`src/rtl/arb_pkg.sv`:
```
// Shared types and helpers for mesh router output-port arbitration.
// Used by the arbiter top, its interface and the round-robin picker.
package arb_pkg;

    typedef enum logic {
        IDLE = 1'b0,
        SEND = 1'b1
    } arb_state_e;

    localparam int STALL_LIM_DEF = 64;

    // Index width that never collapses to zero bits for tiny counts.
    function automatic int idx_w(input int n);
        return (n < 2) ? 1 : $clog2(n);
    endfunction

endpackage

```
`src/rtl/mesh_port_arbiter_if.sv`:
```
// Handshake/data bundle between input FIFOs, the output-port arbiter and the
// downstream FIFO. master = arbiter side, slave = FIFO/environment side.
interface mesh_port_arbiter_if
    import arb_pkg::*;
#(
    parameter int N_IN    = 4,
    parameter int pckg_sz = 40
);
    localparam int IW = idx_w(N_IN);

    logic [N_IN-1:0]         pndng_in;
    logic [N_IN*pckg_sz-1:0] data_in;
    logic [N_IN-1:0]         port_en;
    logic [N_IN-1:0]         pop;
    logic                    dst_full;
    logic                    push;
    logic [pckg_sz-1:0]      data_out;
    logic [IW-1:0]           gnt_idx;
    logic                    busy;
    logic                    stall_err;

    modport master (
        input  pndng_in, data_in, port_en, dst_full,
        output pop, push, data_out, gnt_idx, busy, stall_err
    );

    modport slave (
        output pndng_in, data_in, port_en, dst_full,
        input  pop, push, data_out, gnt_idx, busy, stall_err
    );

endinterface

```
`src/rtl/rr_pick.sv`:
```
// Combinational round-robin picker: rotate req so ptr sits at bit 0,
// take the lowest set bit, then rotate the result back.
module rr_pick
    import arb_pkg::*;
#(
    parameter int N = 4,
    localparam int IW = idx_w(N)
) (
    input  logic [N-1:0]  req,
    input  logic [IW-1:0] ptr,
    output logic          valid,
    output logic [N-1:0]  gnt,
    output logic [IW-1:0] idx
);

    logic [N-1:0] rot;
    logic         found;
    int           k;
    int           sum;

    always_comb begin
        rot   = '0;
        found = 1'b0;
        k     = 0;
        sum   = 0;
        gnt   = '0;
        valid = |req;

        for (int i = 0; i < N; i++) begin
            rot[i] = req[(i + int'(ptr)) % N];
        end

        for (int i = 0; i < N; i++) begin
            if (!found && rot[i]) begin
                k     = i;
                found = 1'b1;
            end
        end

        sum = int'(ptr) + k;
        if (sum >= N) begin
            sum = sum - N;
        end
        idx = IW'(sum);
        if (valid) begin
            gnt[sum] = 1'b1;
        end
    end

endmodule

```
`src/rtl/mesh_port_arbiter.sv`:
```
// Round-robin output-port scheduler: pops one packet from the winning input
// FIFO, holds it, and pushes it downstream once the destination has room.
module mesh_port_arbiter
    import arb_pkg::*;
#(
    parameter int N_IN      = 4,
    parameter int pckg_sz   = 40,
    parameter int STALL_LIM = STALL_LIM_DEF
) (
    input logic                 clk,
    input logic                 reset,
    mesh_port_arbiter_if.master bus
);

    localparam int IW = idx_w(N_IN);
    localparam int CW = idx_w(STALL_LIM);
    localparam logic [CW-1:0] CNT_MAX  = CW'(STALL_LIM - 1);
    localparam logic [IW-1:0] LAST_IDX = IW'(N_IN - 1);

    arb_state_e         state_q,     state_d;
    logic [IW-1:0]      rr_ptr_q,    rr_ptr_d;
    logic [pckg_sz-1:0] hold_q,      hold_d;
    logic [IW-1:0]      gnt_idx_q,   gnt_idx_d;
    logic [CW-1:0]      stall_cnt_q, stall_cnt_d;
    logic               stall_err_q, stall_err_d;

    logic [N_IN-1:0] req;
    logic            pick_vld;
    logic [N_IN-1:0] pick_gnt;
    logic [IW-1:0]   pick_idx;
    logic [N_IN-1:0] pop_c;
    logic            push_c;

    assign req = bus.pndng_in & bus.port_en;

    rr_pick #(.N(N_IN)) u_pick (
        .req   (req),
        .ptr   (rr_ptr_q),
        .valid (pick_vld),
        .gnt   (pick_gnt),
        .idx   (pick_idx)
    );

    always_comb begin
        state_d     = state_q;
        rr_ptr_d    = rr_ptr_q;
        hold_d      = hold_q;
        gnt_idx_d   = gnt_idx_q;
        stall_cnt_d = stall_cnt_q;
        stall_err_d = stall_err_q;
        pop_c       = '0;
        push_c      = 1'b0;

        unique case (state_q)
            IDLE: begin
                if (pick_vld) begin
                    pop_c     = pick_gnt;
                    hold_d    = bus.data_in[int'(pick_idx)*pckg_sz +: pckg_sz];
                    gnt_idx_d = pick_idx;
                    rr_ptr_d  = (pick_idx == LAST_IDX) ? '0 : pick_idx + IW'(1);
                    state_d   = SEND;
                end
            end
            SEND: begin
                if (!bus.dst_full) begin
                    push_c      = 1'b1;
                    stall_cnt_d = '0;
                    state_d     = IDLE;
                end else if (stall_cnt_q == CNT_MAX) begin
                    // A release on the limit cycle takes the branch above, so no flag.
                    stall_err_d = 1'b1;
                end else begin
                    stall_cnt_d = stall_cnt_q + CW'(1);
                end
            end
            default: state_d = IDLE;
        endcase
    end

    always_ff @(posedge clk or negedge reset) begin
        if (!reset) begin
            state_q     <= IDLE;
            rr_ptr_q    <= '0;
            hold_q      <= '0;
            gnt_idx_q   <= '0;
            stall_cnt_q <= '0;
            stall_err_q <= 1'b0;
        end else begin
            state_q     <= state_d;
            rr_ptr_q    <= rr_ptr_d;
            hold_q      <= hold_d;
            gnt_idx_q   <= gnt_idx_d;
            stall_cnt_q <= stall_cnt_d;
            stall_err_q <= stall_err_d;
        end
    end

    // pop is combinational from req, so it must be forced low while reset is held.
    assign bus.pop       = reset ? pop_c : '0;
    assign bus.push      = push_c;
    assign bus.data_out  = hold_q;
    assign bus.gnt_idx   = gnt_idx_q;
    assign bus.busy      = (state_q == SEND);
    assign bus.stall_err = stall_err_q;

endmodule

```
`src/flat_wrapper.sv`:
```
// flat-port wrapper written by rule: the top's interface ports become plain ports
module mesh_port_arbiter_flat import arb_pkg::*;
#(
    parameter int N_IN      = 4,
    parameter int pckg_sz   = 40,
    parameter int STALL_LIM = STALL_LIM_DEF
)
  (clk, reset, bus_pndng_in, bus_data_in, bus_port_en, bus_dst_full, bus_pop, bus_push, bus_data_out, bus_gnt_idx, bus_busy, bus_stall_err);
  mesh_port_arbiter_if #(.N_IN(N_IN), .pckg_sz(pckg_sz)) bus_i ();
  input logic clk;
  input logic reset;
  input wire logic [$bits(bus_i.pndng_in)-1:0] bus_pndng_in;
  input wire logic [$bits(bus_i.data_in)-1:0] bus_data_in;
  input wire logic [$bits(bus_i.port_en)-1:0] bus_port_en;
  input wire logic [$bits(bus_i.dst_full)-1:0] bus_dst_full;
  output wire logic [$bits(bus_i.pop)-1:0] bus_pop;
  output wire logic [$bits(bus_i.push)-1:0] bus_push;
  output wire logic [$bits(bus_i.data_out)-1:0] bus_data_out;
  output wire logic [$bits(bus_i.gnt_idx)-1:0] bus_gnt_idx;
  output wire logic [$bits(bus_i.busy)-1:0] bus_busy;
  output wire logic [$bits(bus_i.stall_err)-1:0] bus_stall_err;
  assign bus_i.pndng_in = bus_pndng_in;
  assign bus_i.data_in = bus_data_in;
  assign bus_i.port_en = bus_port_en;
  assign bus_i.dst_full = bus_dst_full;
  assign bus_pop = bus_i.pop;
  assign bus_push = bus_i.push;
  assign bus_data_out = bus_i.data_out;
  assign bus_gnt_idx = bus_i.gnt_idx;
  assign bus_busy = bus_i.busy;
  assign bus_stall_err = bus_i.stall_err;
  mesh_port_arbiter #(.N_IN(N_IN), .pckg_sz(pckg_sz), .STALL_LIM(STALL_LIM)) u_core (.clk(clk), .reset(reset), .bus(bus_i));
endmodule
```
`config.mk`:
```
export PLATFORM = sky130hd
export DESIGN_NAME = mesh_port_arbiter_flat
export DESIGN_NICKNAME = d
export VERILOG_FILES = /design/src/rtl/arb_pkg.sv /design/src/rtl/mesh_port_arbiter_if.sv /design/src/rtl/rr_pick.sv /design/src/rtl/mesh_port_arbiter.sv /design/src/flat_wrapper.sv
export SDC_FILE = /design/constraint.sdc
export NUM_CORES = 1
export LEC_CHECK = 0
export ABC_AREA = 0
export BUFFER_PORTS_ARGS = -buffer_cell sky130_fd_sc_hd__clkbuf_2
export CORE_MARGIN = 2
export CORE_UTILIZATION = 25
export DETAILED_ROUTE_END_ITERATION = 16
export PLACE_DENSITY = 0.55
export SETUP_SLACK_MARGIN = 0.3
export SYNTH_ARGS = -nofsm -noshare
export SYNTH_HDL_FRONTEND = slang
export SYNTH_SLANG_ARGS = --single-unit
export TNS_END_PERCENT = 100
```
`constraint.sdc`:
```
create_clock -name clk -period 3.62 [get_ports clk]
set_input_delay 0.362 -clock clk [delete_from_list [all_inputs] [get_ports clk]]
set_output_delay 0.362 -clock clk [all_outputs]
set_load 0.01 [all_outputs]
```
Word level (Yosys, flattened, before mapping)
Index checks and enable logic that the tools add are counted.
W data, S select, Z words.
{"block": "totals", "inputBits": 171, "ff_bits": 52, "elab_cells": 75, "output_inout_bits": 49}
{"block": "classes", "n_shift": 1, "bitwise_logic": 5, "order_cmp": 7, "n_eq_ne": 3, "mul": 1, "muxes": 31, "addsub": 7, "reduce_logical": 14}
{"cell": "$shiftx A160 B32 Y40", "count": 1}
{"cell": "$mux W32", "count": 3}
{"cell": "$add A3 B32 Y32", "count": 1}
{"cell": "$ge A32 B1 Y1 const B", "count": 1}
{"cell": "$ge A32 B4 Y1 const B", "count": 1}
{"cell": "$lt A32 B4 Y1 const B", "count": 1}
{"cell": "$sub A32 B4 Y32 const B", "count": 1}
{"cell": "$mux W1", "count": 16}
{"cell": "$lt A3 B4 Y1 const B", "count": 3}
{"cell": "$mux W4", "count": 3}
{"cell": "$mux W6", "count": 2}
{"cell": "$bmux W1 S2", "count": 4}
{"cell": "$add A6 B1 Y6 const B", "count": 1}
{"cell": "$eq A6 B6 Y1 const B", "count": 1}
{"cell": "$reduce_or A2 Y1", "count": 3}
{"cell": "$mul A2 B3 Y5 const B", "count": 1}
{"cell": "$add A2 B2 Y2 const A", "count": 2}
{"cell": "$and A4 B4 Y4", "count": 1}
{"cell": "$logic_and A1 B1 Y1", "count": 4}
{"cell": "$reduce_and A2 Y1", "count": 2}
{"cell": "$reduce_or A4 Y1", "count": 1}
{"cell": "$and A1 B1 Y1 const A", "count": 3}
{"cell": "$logic_not A1 Y1", "count": 3}
{"cell": "$lt A2 B3 Y1 const B", "count": 1}
{"cell": "other kinds (9)", "count": 9}

Depth between registers and ports, before layout
Gate-level depths: netlist of run 1.
{"block": "depth", "word_depth": 24, "ltp_mapped": 13, "depth_no_buf": 12}

Modules after synthesis
From an unflattened synthesis of run 1, not the netlist that was laid out.
{"block": "hier_totals", "hier_cells": 331, "area_unflattened_um2": 3719.8}
{"mod": "mesh_port_arbiter", "instances": 1, "area_each_um2": 3442.1, "cells_each": 291}
{"mod": "rr_pick", "instances": 1, "area_each_um2": 277.8, "cells_each": 40}

Worst setup path before layout of run 1
No wires, ideal clock.
{"block": "synth_path", "path_type": "input-to-output", "start": "in bus_pndng_in[1]", "end": "out bus_pop[2]", "path_stages": 12, "slack_ns": 0.527, "t_arrival_ns": 2.731, "path_cell_list": "nand2_1 and2_1 and3_1 a2111o_1 ha_1 buf_2 buf_2 buf_6 clkbuf_1 inv_1 ha_1 and3_1"}
{"block": "synth_between", "elab_chain_cells": 23, "word_cells_on_any_way": 37, "cone_classes": "add/sub: 2; order compare: 3; mux: 23; bitwise: 1; reduce/logical: 8"}
{"item": "start, declared", "line": "flat_wrapper.sv:12", "text": "input wire logic [$bits(bus_i.pndng_in)-1:0] bus_pndng_in;"}
{"item": "$and A4 B4 Y4 (*)", "line": "mesh_port_arbiter.sv:34", "text": "assign req = bus.pndng_in & bus.port_en;"}
{"item": "$bmux W1 S2", "line": "rr_pick.sv:30", "text": "rot[i] = req[(i + int'(ptr)) % N];"}
{"item": "$mux W1 (implied by the code)", "line": "rr_pick.sv:30"}
{"item": "$mux W1", "line": "rr_pick.sv:34", "text": "if (!found && rot[i]) begin"}
{"item": "$logic_not A1 Y1", "line": "rr_pick.sv:34"}
{"item": "$logic_and A1 B1 Y1", "line": "rr_pick.sv:34"}
{"item": "$mux W1", "line": "rr_pick.sv:34"}
{"item": "$logic_not A1 Y1", "line": "rr_pick.sv:34"}
{"item": "[8 not listed]"}
{"item": "net u_core.pick_idx[0]", "line": "mesh_port_arbiter.sv:30", "text": "logic [IW-1:0] pick_idx;"}
{"item": "$ge A32 B1 Y1 (implied by the code) or $lt A32 B4 Y1 (tied branches)", "line": "rr_pick.sv:46", "text": "gnt[sum] = 1'b1;"}
{"item": "$logic_and A1 B1 Y1 (implied by the code)", "line": "rr_pick.sv:46"}
{"item": "$mux W1 (implied by the code)", "line": "rr_pick.sv:46"}
{"item": "$demux W1 S2 (*)", "line": "rr_pick.sv:46"}
{"item": "$mux W4 (*)", "line": "mesh_port_arbiter.sv:56", "text": "if (pick_vld) begin"}
{"item": "$mux W4 (*)", "line": "mesh_port_arbiter.sv:54", "text": "unique case (state_q)"}
{"item": "$mux W4 (*)", "line": "mesh_port_arbiter.sv:99", "text": "assign bus.pop = reset ? pop_c : '0;"}
{"item": "end, declared", "line": "flat_wrapper.sv:16", "text": "output wire logic [$bits(bus_i.pop)-1:0] bus_pop;"}
The timed path passes the listed nets; every way through them passes the cells marked *. The select of a mux whose other input is x is not followed.

Worst setup path after layout of run 1
{"block": "layout_path", "start": "reg u_core.rr_ptr_q[0]", "end": "out bus_pop[3]"}
{"block": "layout_between", "elab_chain_cells": 22, "word_cells_on_any_way": 38, "cone_classes": "add/sub: 5; order compare: 3; mux: 23; reduce/logical: 7"}
{"item": "start, declared", "line": "mesh_port_arbiter.sv:21", "text": "logic [IW-1:0] rr_ptr_q, rr_ptr_d;"}
{"item": "start signal, assigned", "line": "mesh_port_arbiter.sv:90", "text": "rr_ptr_q <= rr_ptr_d;"}
{"item": "$add A1 B2 Y2 or $bmux W1 S2 (tied branches)", "line": "rr_pick.sv:30"}
{"item": "$bmux W1 S2 or $mux W1 (tied branches)", "line": "rr_pick.sv:30"}
{"item": "$mux W1 (on tied branches)", "line": "rr_pick.sv:30, rr_pick.sv:34"}
{"item": "$mux W1 (implied by the code) or $logic_not A1 Y1 (tied branches)", "line": "rr_pick.sv:30, rr_pick.sv:34"}
{"item": "$logic_and A1 B1 Y1", "line": "rr_pick.sv:34"}
{"item": "$mux W1", "line": "rr_pick.sv:34"}
{"item": "$logic_not A1 Y1", "line": "rr_pick.sv:34"}
{"item": "$logic_and A1 B1 Y1", "line": "rr_pick.sv:34"}
{"item": "[6 not listed]"}
{"item": "$mux W32 (*)", "line": "rr_pick.sv:41", "text": "if (sum >= N) begin"}
{"item": "$ge A32 B1 Y1 (implied by the code) or $lt A32 B4 Y1 (tied branches)", "line": "rr_pick.sv:46"}
{"item": "$logic_and A1 B1 Y1 (implied by the code)", "line": "rr_pick.sv:46"}
{"item": "$mux W1 (implied by the code)", "line": "rr_pick.sv:46"}
{"item": "$demux W1 S2 (*)", "line": "rr_pick.sv:46"}
{"item": "$mux W4 (*)", "line": "mesh_port_arbiter.sv:56"}
{"item": "$mux W4 (*)", "line": "mesh_port_arbiter.sv:54"}
{"item": "$mux W4 (*)", "line": "mesh_port_arbiter.sv:99"}
Every way passes the cells marked *; elsewhere a longest branch is shown, timed or not. The select of a mux whose other input is x is not followed.

==> results.cfg, run 1 <==
[cells_and_area]
stdcell_count = 802
area_growth_pct = 34.6
antenna_cells = 0
drive_gt1_frac = 0.430
post-route-util = 0.344
nets = 788

[synthesis]
synth_edf_count = 0
async_reset_ff_frac = 1.00
ys_seq_area_frac = 0.336
syn_avg_cell_area_um2 = 9.08
syn_area_mm2 = 0.00387
synth.ff_latch_count = 52
ys.flop_type = dfrtp_1
yosys_warnings = 0
synth_fp_nets = 601
synth.distinct_cells = 39
syn_inst = 426

[place]
dp_cells = 794
hpwl_mm = 9.14
port_buffers = 219
gp_congestion = 0.799

[setup_path]
r2r_end = u_core.bus.data_out[20]$_DFFE_PN0P_
slowest_delay_ps = 530
cpMostUsedCell = inv_1
crit_arrival_ps = 2660
worstSetupEndpointType = output port
r2r_slack_ps = 750
worstReg2RegStart = u_core.rr_ptr_q[0]$_DFFE_PN0P_
crit_fanout = 12
path_cells = or3b_2, a21oi_1, a2111o_1, ha_4, inv_1, o21ai_4, nand2_1, inv_1, ha_1, and3_1, clkbuf_2
critPathRequiredTime_ps = 3260
crit_type = reg -> out
crit_slowest_cell = dfrtp_1
r2r_cells = 9
cp-start-kind = register

[die]
start_util = 0.255
num_io_pins = 220
row_count = 45
fp.dieArea_mm2 = 0.0165
fp.dieH_um = 128
die_w_um = 128
fp.coreArea_mm2 = 0.0151

[cts]
clk_pin_slew_ps = 80
ctsResizeCount = 0
cts_buffers = 5
htree_levels = 2
post_cts_buffers = 0
clock_latency_ps = 300
clockRootBuffer = clkbuf_16
cts_hold_buf = 0
cts_buffer_depth = 2
numClockSinks = 52
cts_tree = done

[sta]
fin_setup_tns_ps = 0
fin_crit_sh = 0.836
rsz0062_at_grt = false
relSlewSlack = 0.326
worst_pin_slew_ps = 1010
slew_viol_final = 0
finalHoldViolCount = 0
period_needed_ps = 3030
skew_ps = 7.59
setup_viol = 0
fmax_mhz = 331

[grt]
antenna_found_initial = 0
grt_pass1_wl_mm = 19.1
grt_max_degree = 89
grt_use_total = 0.142
grt_overflow = 0
grt_pass1_vias = 3912

[detailed_routing]
wl_met3_um = 724
maxUsedRoutingLayer = met4
vias = 4010
vias_per_cell = 5.00
ant_nets = 0
wire_per_inst_um = 15.3
route.detailed.drc = 0
routed-wl-met2_mm = 5.92
wl_met1_mm = 5.43
totalWireLength_mm = 12.3
dr.first_iter.drc_count = 163
first_pass_iters = 4

[run_status]
status = complete, no violations

[flow_run]
maxCapViolCount = 0

[power]
p_leak_nw = 2.38
cellPowerDensity_mw_per_mm2 = 853
ir_drop_v = 0.000656

[worst_hold_path]
hold_path.class = in -> async
layout make-up:
class                           instances  area (um^2)
Sequential cell                        52         1300
Tap cell                              188          235
Fill cell                            1596         9940
Timing Repair Buffer                  226         1170
Clock buffer                            5          125
Clock inverter                          3         26.3
Multi-Input combinational cell        322         2320
Inverter                                6         22.5
cell usage in the layout (no fill, tap or decap), types with 2 or more instances in the layout:
| master | count |
|---|---|
| nand2_1 | 63 |
| nor2b_1 | 81 |
| buf_12 | 2 |
| clkinv_4 | 2 |
| o31ai_1 | 33 |
| buf_4 | 5 |
| nand3_1 | 4 |
| a221oi_1 | 40 |
| o31ai_2 | 10 |
| dfrtp_1 | 52 |
| clkbuf_2 | 219 |
| a211oi_1 | 2 |
| nand4_1 | 2 |
| a2111oi_0 | 29 |
| inv_1 | 6 |
| a2111oi_2 | 10 |
| o21ai_0 | 10 |
| and3_1 | 4 |
| ha_1 | 3 |
| a2111o_1 | 2 |
| a21oi_1 | 6 |
| a22o_1 | 2 |
| nor3_1 | 4 |
| clkbuf_16 | 5 |
critical path, delay by kind of cell (launching register included):
family                     cells  cell delay [ps]
adders and majority gates      2              350
and+or+nand+nor                3              740
DFF                            1              530
buffers and inverters          3              350
AOI/OAI and AO/OA              3              400
metal layers:
| layer | track usage | up-vias |
|---|---|---|
| li1 | - | 2005 |
| met1 | 0.187 | 1850 |
| met2 | 0.239 | 141 |
| met3 | 0.0279 | 14 |
| met4 | 0.0381 | 0 |
| met5 | 0 | - |
registers in the layout, indices dropped and copies added, names as in the netlist:
signal	cells
u_core.bus.gnt_idx	2
u_core.rr_ptr_q	2
u_core.bus.busy	1
u_core.bus.stall_err	1
u_core.stall_cnt_q	6
u_core.bus.data_out	40
synthesized netlist by cell type, types with 2 or more instances:
| library cell | number | share of area |
|---|---|---|
| nor2b_1 | 81 | 0.13 |
| nand2_1 | 63 | 0.061 |
| dfrtp_1 | 52 | 0.34 |
| a221oi_1 | 40 | 0.091 |
| o31ai_1 | 33 | 0.064 |
| a2111oi_0 | 29 | 0.066 |
| clkbuf_1 | 20 | 0.019 |
| buf_2 | 19 | 0.025 |
| a2111oi_2 | 10 | 0.039 |
| o21ai_0 | 10 | 0.013 |
| o31ai_2 | 10 | 0.032 |
| a21oi_1 | 6 | 0.0078 |
| inv_1 | 6 | 0.0058 |
| buf_6 | 5 | 0.015 |
| nand3_1 | 5 | 0.0065 |
| and3_1 | 4 | 0.0065 |
| ha_1 | 4 | 0.013 |
| nor3_1 | 4 | 0.0052 |
| a2111o_1 | 2 | 0.0058 |
| a211oi_1 | 2 | 0.0039 |
| a22o_1 | 2 | 0.0045 |
| nand4_1 | 2 | 0.0032 |
metrics by stage:
stage	hold slack [ps]	area, um^2	total power, W	worst slack, ps
floorplan	66.4	3870	0.00323	527
global placement	430	5060	0.00393	820
detailed placement	435	5060	0.00398	719
CTS	107	5210	0.00449	593
global route	131	5210	0.00484	437
finish	90.8	5210	0.00444	594
how the worst max path moves through the flow:
stage	cells after the start	slack, ps	end	startpoint
after floorplan	12	530	bus_pop[2]	bus_pndng_in[1]
after global placement	11	820	u_core.bus.data_out[38]$_DFFE_PN0P_	bus_pndng_in[1]
after detailed placement	11	720	u_core.bus.data_out[20]$_DFFE_PN0P_	bus_port_en[1]
after CTS	11	590	bus_pop[3]	u_core.rr_ptr_q[0]$_DFFE_PN0P_
after global routing	11	440	bus_pop[3]	u_core.rr_ptr_q[0]$_DFFE_PN0P_
final	11	590	bus_pop[3]	u_core.rr_ptr_q[0]$_DFFE_PN0P_
cell families (layout without fill, tap and decap cells):
| group | after synthesis | count (layout) | synth area share |
|---|---|---|---|
| and+or+nand+nor | 165 | 165 | 0.227 |
| AOI/OAI and AO/OA | 153 | 153 | 0.352 |
| DFF | 52 | 52 | 0.336 |
| buffers and inverters | 52 | 240 | 0.0715 |
| adders and majority gates | 4 | 4 | 0.0129 |
power breakdown:
group / switching, W / total, W / internal [W]
registers: 0.000183 / 0.00103 / 0.000847
logic: 0.00177 / 0.00292 / 0.00114
clock network: 0.000234 / 0.000496 / 0.000262
total: 0.00219 / 0.00444 / 0.00225
No activity file was read; power rests on OpenSTA's default activity.
==> inputs of run 2 (changes only) <==
PLACE_DENSITY = 0.57   (was 0.55)
clock period = 2.6 ns   (was 3.62 ns; I/O delays follow)
==> results.cfg, run 2 (synthesis results as in run 1) <==
[place]
pre_cts_ws_ps = -126
gp_congestion = 0.822
port_buffers = 219
hpwl_mm = 9.75

[sta]
rsz0062_at_grt = true
relSlewSlack = 0.575
fmax_mhz = 386
setup_viol = 0
holdWs_ps = 285
fin_crit_sh = 0.997
skew_ps = 12.9
worst_pin_slew_ps = 637
worst_slack_ps = 7.78
slew_viol_final = 0
period_needed_ps = 2590
finalHoldViolCount = 0

[cts]
clock_latency_ps = 300
cts_buffer_depth = 2
clockRootBuffer = clkbuf_16
htree_levels = 2
numClockSinks = 52
clk_pin_slew_ps = 70
cts_tree = done
cts_buffers = 5

[die]
row_count = 45
fp.dieArea_mm2 = 0.0165
fp.dieH_um = 128
num_io_pins = 220
die_w_um = 128
fp.coreArea_mm2 = 0.0151
start_util = 0.255

[setup_path]
crit_type = reg -> out
crit_fanout = 5
critPathRequiredTime_ps = 2340
worstSetupEndpointType = output port
crit_arrival_ps = 2330
cp-start-kind = register

[run_status]
status = complete, no violations

[cells_and_area]
final_common_cell = clkbuf_2
layout_common_cells = clkbuf_2 (217), nand2_1 (61), nor2b_1 (53)
multi_input_area_mm2 = 0.00351
area_growth_pct = 98.1
drive_gt1_frac = 0.653
nets = 859
post-route-util = 0.506
seqCellArea_mm2 = 0.00130
fillers = 1323
largest_register_ffs = 40
antenna_cells = 0

[detailed_routing]
wire_per_inst_um = 19.5
first_pass_iters = 4
vias_per_cell = 5.21
ant_nets = 0
vias = 4544
totalWireLength_mm = 17.1
route.detailed.drc = 0
dr.first_iter.drc_count = 180

[power]
cellPowerDensity_mw_per_mm2 = 1620
internal-power_w = 0.00699
ir_drop_v = 0.000883
power.total_w = 0.0125
p_sw_frac = 0.439
power_frac_comb = 0.832
seqPwrFrac = 0.115
switchingPower_w = 0.00547
p_leak_nw = 3.25
power.share.clock = 0.053

[grt]
grt_overflow = 0
grt_pass1_wl_mm = 24.4
grt_pass1_vias = 4736
grt_use_total = 0.189
grt_max_degree = 47
antenna_found_initial = 0

[worst_hold_path]
hold_path.class = in -> reg

[flow_run]
maxCapViolCount = 0
[run 2: final timing paths]
kind	start	to	slack, ps	cells after the start
worst max-delay path	u_core.rr_ptr_q[0]$_DFFE_PN0P_	bus_pop[3]	8	13
worst min-delay path	bus_dst_full	u_core.stall_cnt_q[0]$_DFFE_PN0P_	280	3
worst max register to register	u_core.rr_ptr_q[0]$_DFFE_PN0P_	u_core.bus.data_out[5]$_DFFE_PN0P_	50	13
worst min register to register	u_core.bus.data_out[16]$_DFFE_PN0P_	u_core.bus.data_out[16]$_DFFE_PN0P_	480	2
max in group asynchronous	reset	u_core.bus.data_out[30]$_DFFE_PN0P_	1310	3
min in group asynchronous	reset	u_core.rr_ptr_q[0]$_DFFE_PN0P_	380	2
[run 2: power by group through the flow]
stage               Clock, W  Combinational [W]  Sequential [W]
floorplan                  0            0.00360         0.00154
global placement           0            0.00480         0.00143
detailed placement         0            0.00490         0.00143
CTS                 0.000690            0.00902         0.00142
global route        0.000708             0.0109         0.00148
finish              0.000666             0.0104         0.00143
[run 2: layout make-up]
cell class              instances  share of cell area
clock buffers                   5              0.0163
inverters                       6             0.00392
multi-input cells             322               0.459
repair buffers                297               0.318
flip-flops and latches         52               0.170
clock inverters                 3             0.00245
well taps                     188              0.0307
[run 2: repair_timing]
action,in CTS,in global routing
pin swaps,42,41
setup endpoints to repair,45,45
hold endpoints to repair,6,0
setup buffers,28,5
hold buffers,1,0
gates cloned,17,6
resized for setup,143,70
[run 2: worst max-delay path: stages (launching register included)]
cell	delay, ps
dfrtp_1	390
buf_6	130
nand4_1	80
a21oi_2	60
a2111o_1	440
ha_4	200
inv_4	50
buf_6	90
o21ai_4	60
nand2_4	80
inv_4	50
ha_4	150
and3_4	160
buf_6	110
[run 2: metal layers]
metal	GRT usage	vias to the layer above	part of all wire	wire length, um
met5	0	-	0	0
met3	0.0358	33	0.047	796
li1	-	2155	-	-
met1	0.230	2187	0.42	7220
met2	0.332	169	0.51	8630
met4	0.0685	0	0.024	404
[run 2: metrics by stage]
| stage | std cells | cell area, um^2 | TNS, ps |
|---|---|---|---|
| 2_1_floorplan | 426 | 4190 | 0 |
| 3_5_place_dp | 808 | 5470 | -969 |
| 5_1_grt | 873 | 7660 | -389 |
| 4_1_cts | 862 | 7070 | 0 |
| 6_report | 873 | 7660 | 0 |
| 3_3_place_gp | 808 | 5470 | 0 |
==> inputs of run 3 (changes only) <==
SETUP_SLACK_MARGIN = 0.1   (was 0.3)
SLEW_MARGIN = 25   (was default)
==> results.cfg, run 3 (synthesis results as in run 1) <==
[place]
port_buffers = 219
hpwl_mm = 9.63
gp_congestion = 0.755

[setup_path]
worstReg2RegStart = u_core.rr_ptr_q[0]$_DFFE_PN0P_
slowest_delay_ps = 430
cp-start-kind = register
crit_fanout = 6
r2r_slack_ps = 80
critPathRequiredTime_ps = 2340
worstSetupEndpointType = output port
r2r_cells = 9
crit_slowest_cell = a2111o_1
cp_num_buf_inv = 4
path_cells = buf_6, nand4_1, a21oi_2, a2111o_1, ha_4, buf_6, nand3_4, nand2_4, inv_4, ha_4, and3_1, buf_2
crit_type = reg -> out
r2r_end = u_core.bus.data_out[39]$_DFFE_PN0P_
crit_arrival_ps = 2300
crit_family = compound AO/OA/AOI/OAI gates

[run_status]
status = complete, no violations

[cts]
clockRootBuffer = clkbuf_16
clk_pin_slew_ps = 70
clock_latency_ps = 300
cts_buffers = 5
numClockSinks = 52
htree_levels = 2
cts_tree = done
cts_buffer_depth = 2

[sta]
fin_setup_tns_ps = 0
period_needed_ps = 2560
rsz0062_at_grt = true
fin_crit_sh = 0.985
slew_viol_final = 0
holdWs_ps = 289
fmax_mhz = 390
worst_pin_slew_ps = 658
relSlewSlack = 0.561
skew_ps = 4.16
setup_viol = 0
finalHoldViolCount = 0

[cells_and_area]
antenna_cells = 0
layout_common_cells = clkbuf_2 (215), nor2b_1 (81), nand2_1 (61)
largest_register_ffs = 40
area_growth_pct = 57.3
final_common_cell = clkbuf_2
drive_gt1_frac = 0.550
post-route-util = 0.402
nets = 821

[worst_hold_path]
worstHoldStart = bus_dst_full
whs_endpoint = u_core.stall_cnt_q[1]$_DFFE_PN0P_
min_path_cells = 3
hold_path.class = in -> reg

[grt]
antenna_found_initial = 0
grt_overflow = 0
grt_pass1_vias = 4085
grt_use_total = 0.155
grt_pass1_wl_mm = 20.5
grt_max_degree = 66

[detailed_routing]
wire_per_inst_um = 16.8
vias = 4309
ant_nets = 0
vias_per_cell = 5.16
dr.first_iter.drc_count = 177
route.detailed.drc = 0
first_pass_iters = 6
totalWireLength_mm = 14.0

[die]
row_count = 45
fp.coreArea_mm2 = 0.0151
fp.dieArea_mm2 = 0.0165
start_util = 0.255
die_w_um = 128
fp.dieH_um = 128
num_io_pins = 220

[flow_run]
maxCapViolCount = 0

[power]
cellPowerDensity_mw_per_mm2 = 1340
p_leak_nw = 2.69
ir_drop_v = 0.000450
[run 3: worst max path at each step]
stage                                    from                             endpoint  cells past startpoint
2_1_floorplan  u_core.rr_ptr_q[0]$_DFFE_PN0P_                           bus_pop[1]                     11
3_3_place_gp                  bus_pndng_in[0]  u_core.bus.data_out[31]$_DFFE_PN0P_                     11
3_5_place_dp                  bus_pndng_in[0]  u_core.bus.data_out[24]$_DFFE_PN0P_                     11
4_1_cts        u_core.rr_ptr_q[0]$_DFFE_PN0P_                           bus_pop[3]                     11
5_1_grt        u_core.rr_ptr_q[0]$_DFFE_PN0P_                           bus_pop[2]                     12
6_report       u_core.rr_ptr_q[0]$_DFFE_PN0P_                           bus_pop[3]                     12
[run 3: what timing repair did]
action | 4_1_cts | 5_1_grt
buffers inserted | 8 | 6
endpoints found under the hold margin | 22 | 0
gates resized for setup | 14 | 97
pin swaps | 5 | 4
cloned | 0 | 3
hold buffers | 1 | 0
endpoints found under the setup margin | 44 | 44
[run 3: cell type report]
| cell class | instances | area [um^2] |
|---|---|---|
| clock inverters | 3 | 46.3 |
| repair buffers | 259 | 1570 |
| well taps | 188 | 235 |
| inverters | 6 | 30.0 |
| multi-input cells | 322 | 2780 |
| flip-flops and latches | 52 | 1300 |
| clock buffers | 5 | 125 |
| fillers | 1487 | 9060 |
[run 3: worst min-delay path: stages]
cell	delay, ps
clkbuf_2	170
nand2_1	60
o21ai_0	60
[run 3: report_power, final]
part	leakage [nW]	total [W]	internal, W	switching (W)
sequential	0.647	0.00143	0.00118	0.000250
clock	0.0804	0.000779	0.000458	0.000321
combinational	1.96	0.00592	0.00262	0.00331
total	2.69	0.00813	0.00425	0.00388
[run 3: through the flow]
stage                     power [W]  area [um^2]  std cells  worst slack (ps)
final                       0.00813         6090        835              38.1
after global routing        0.00875         6090        835             -48.8
after detailed placement    0.00578         5240        809              -272
after global placement      0.00569         5240        809              -176
after CTS                   0.00672         5530        826              7.27
after floorplan             0.00464         3940        426              67.3
[run 3: routing by layer]
| layer | up-vias | routed length, um | global-route usage |
|---|---|---|---|
| met1 | 2067 | 5980 | 0.196 |
| met2 | 149 | 6960 | 0.261 |
| met5 | - | 0 | 0 |
| met3 | 15 | 861 | 0.0403 |
| met4 | 0 | 226 | 0.0420 |
| li1 | 2078 | - | - |
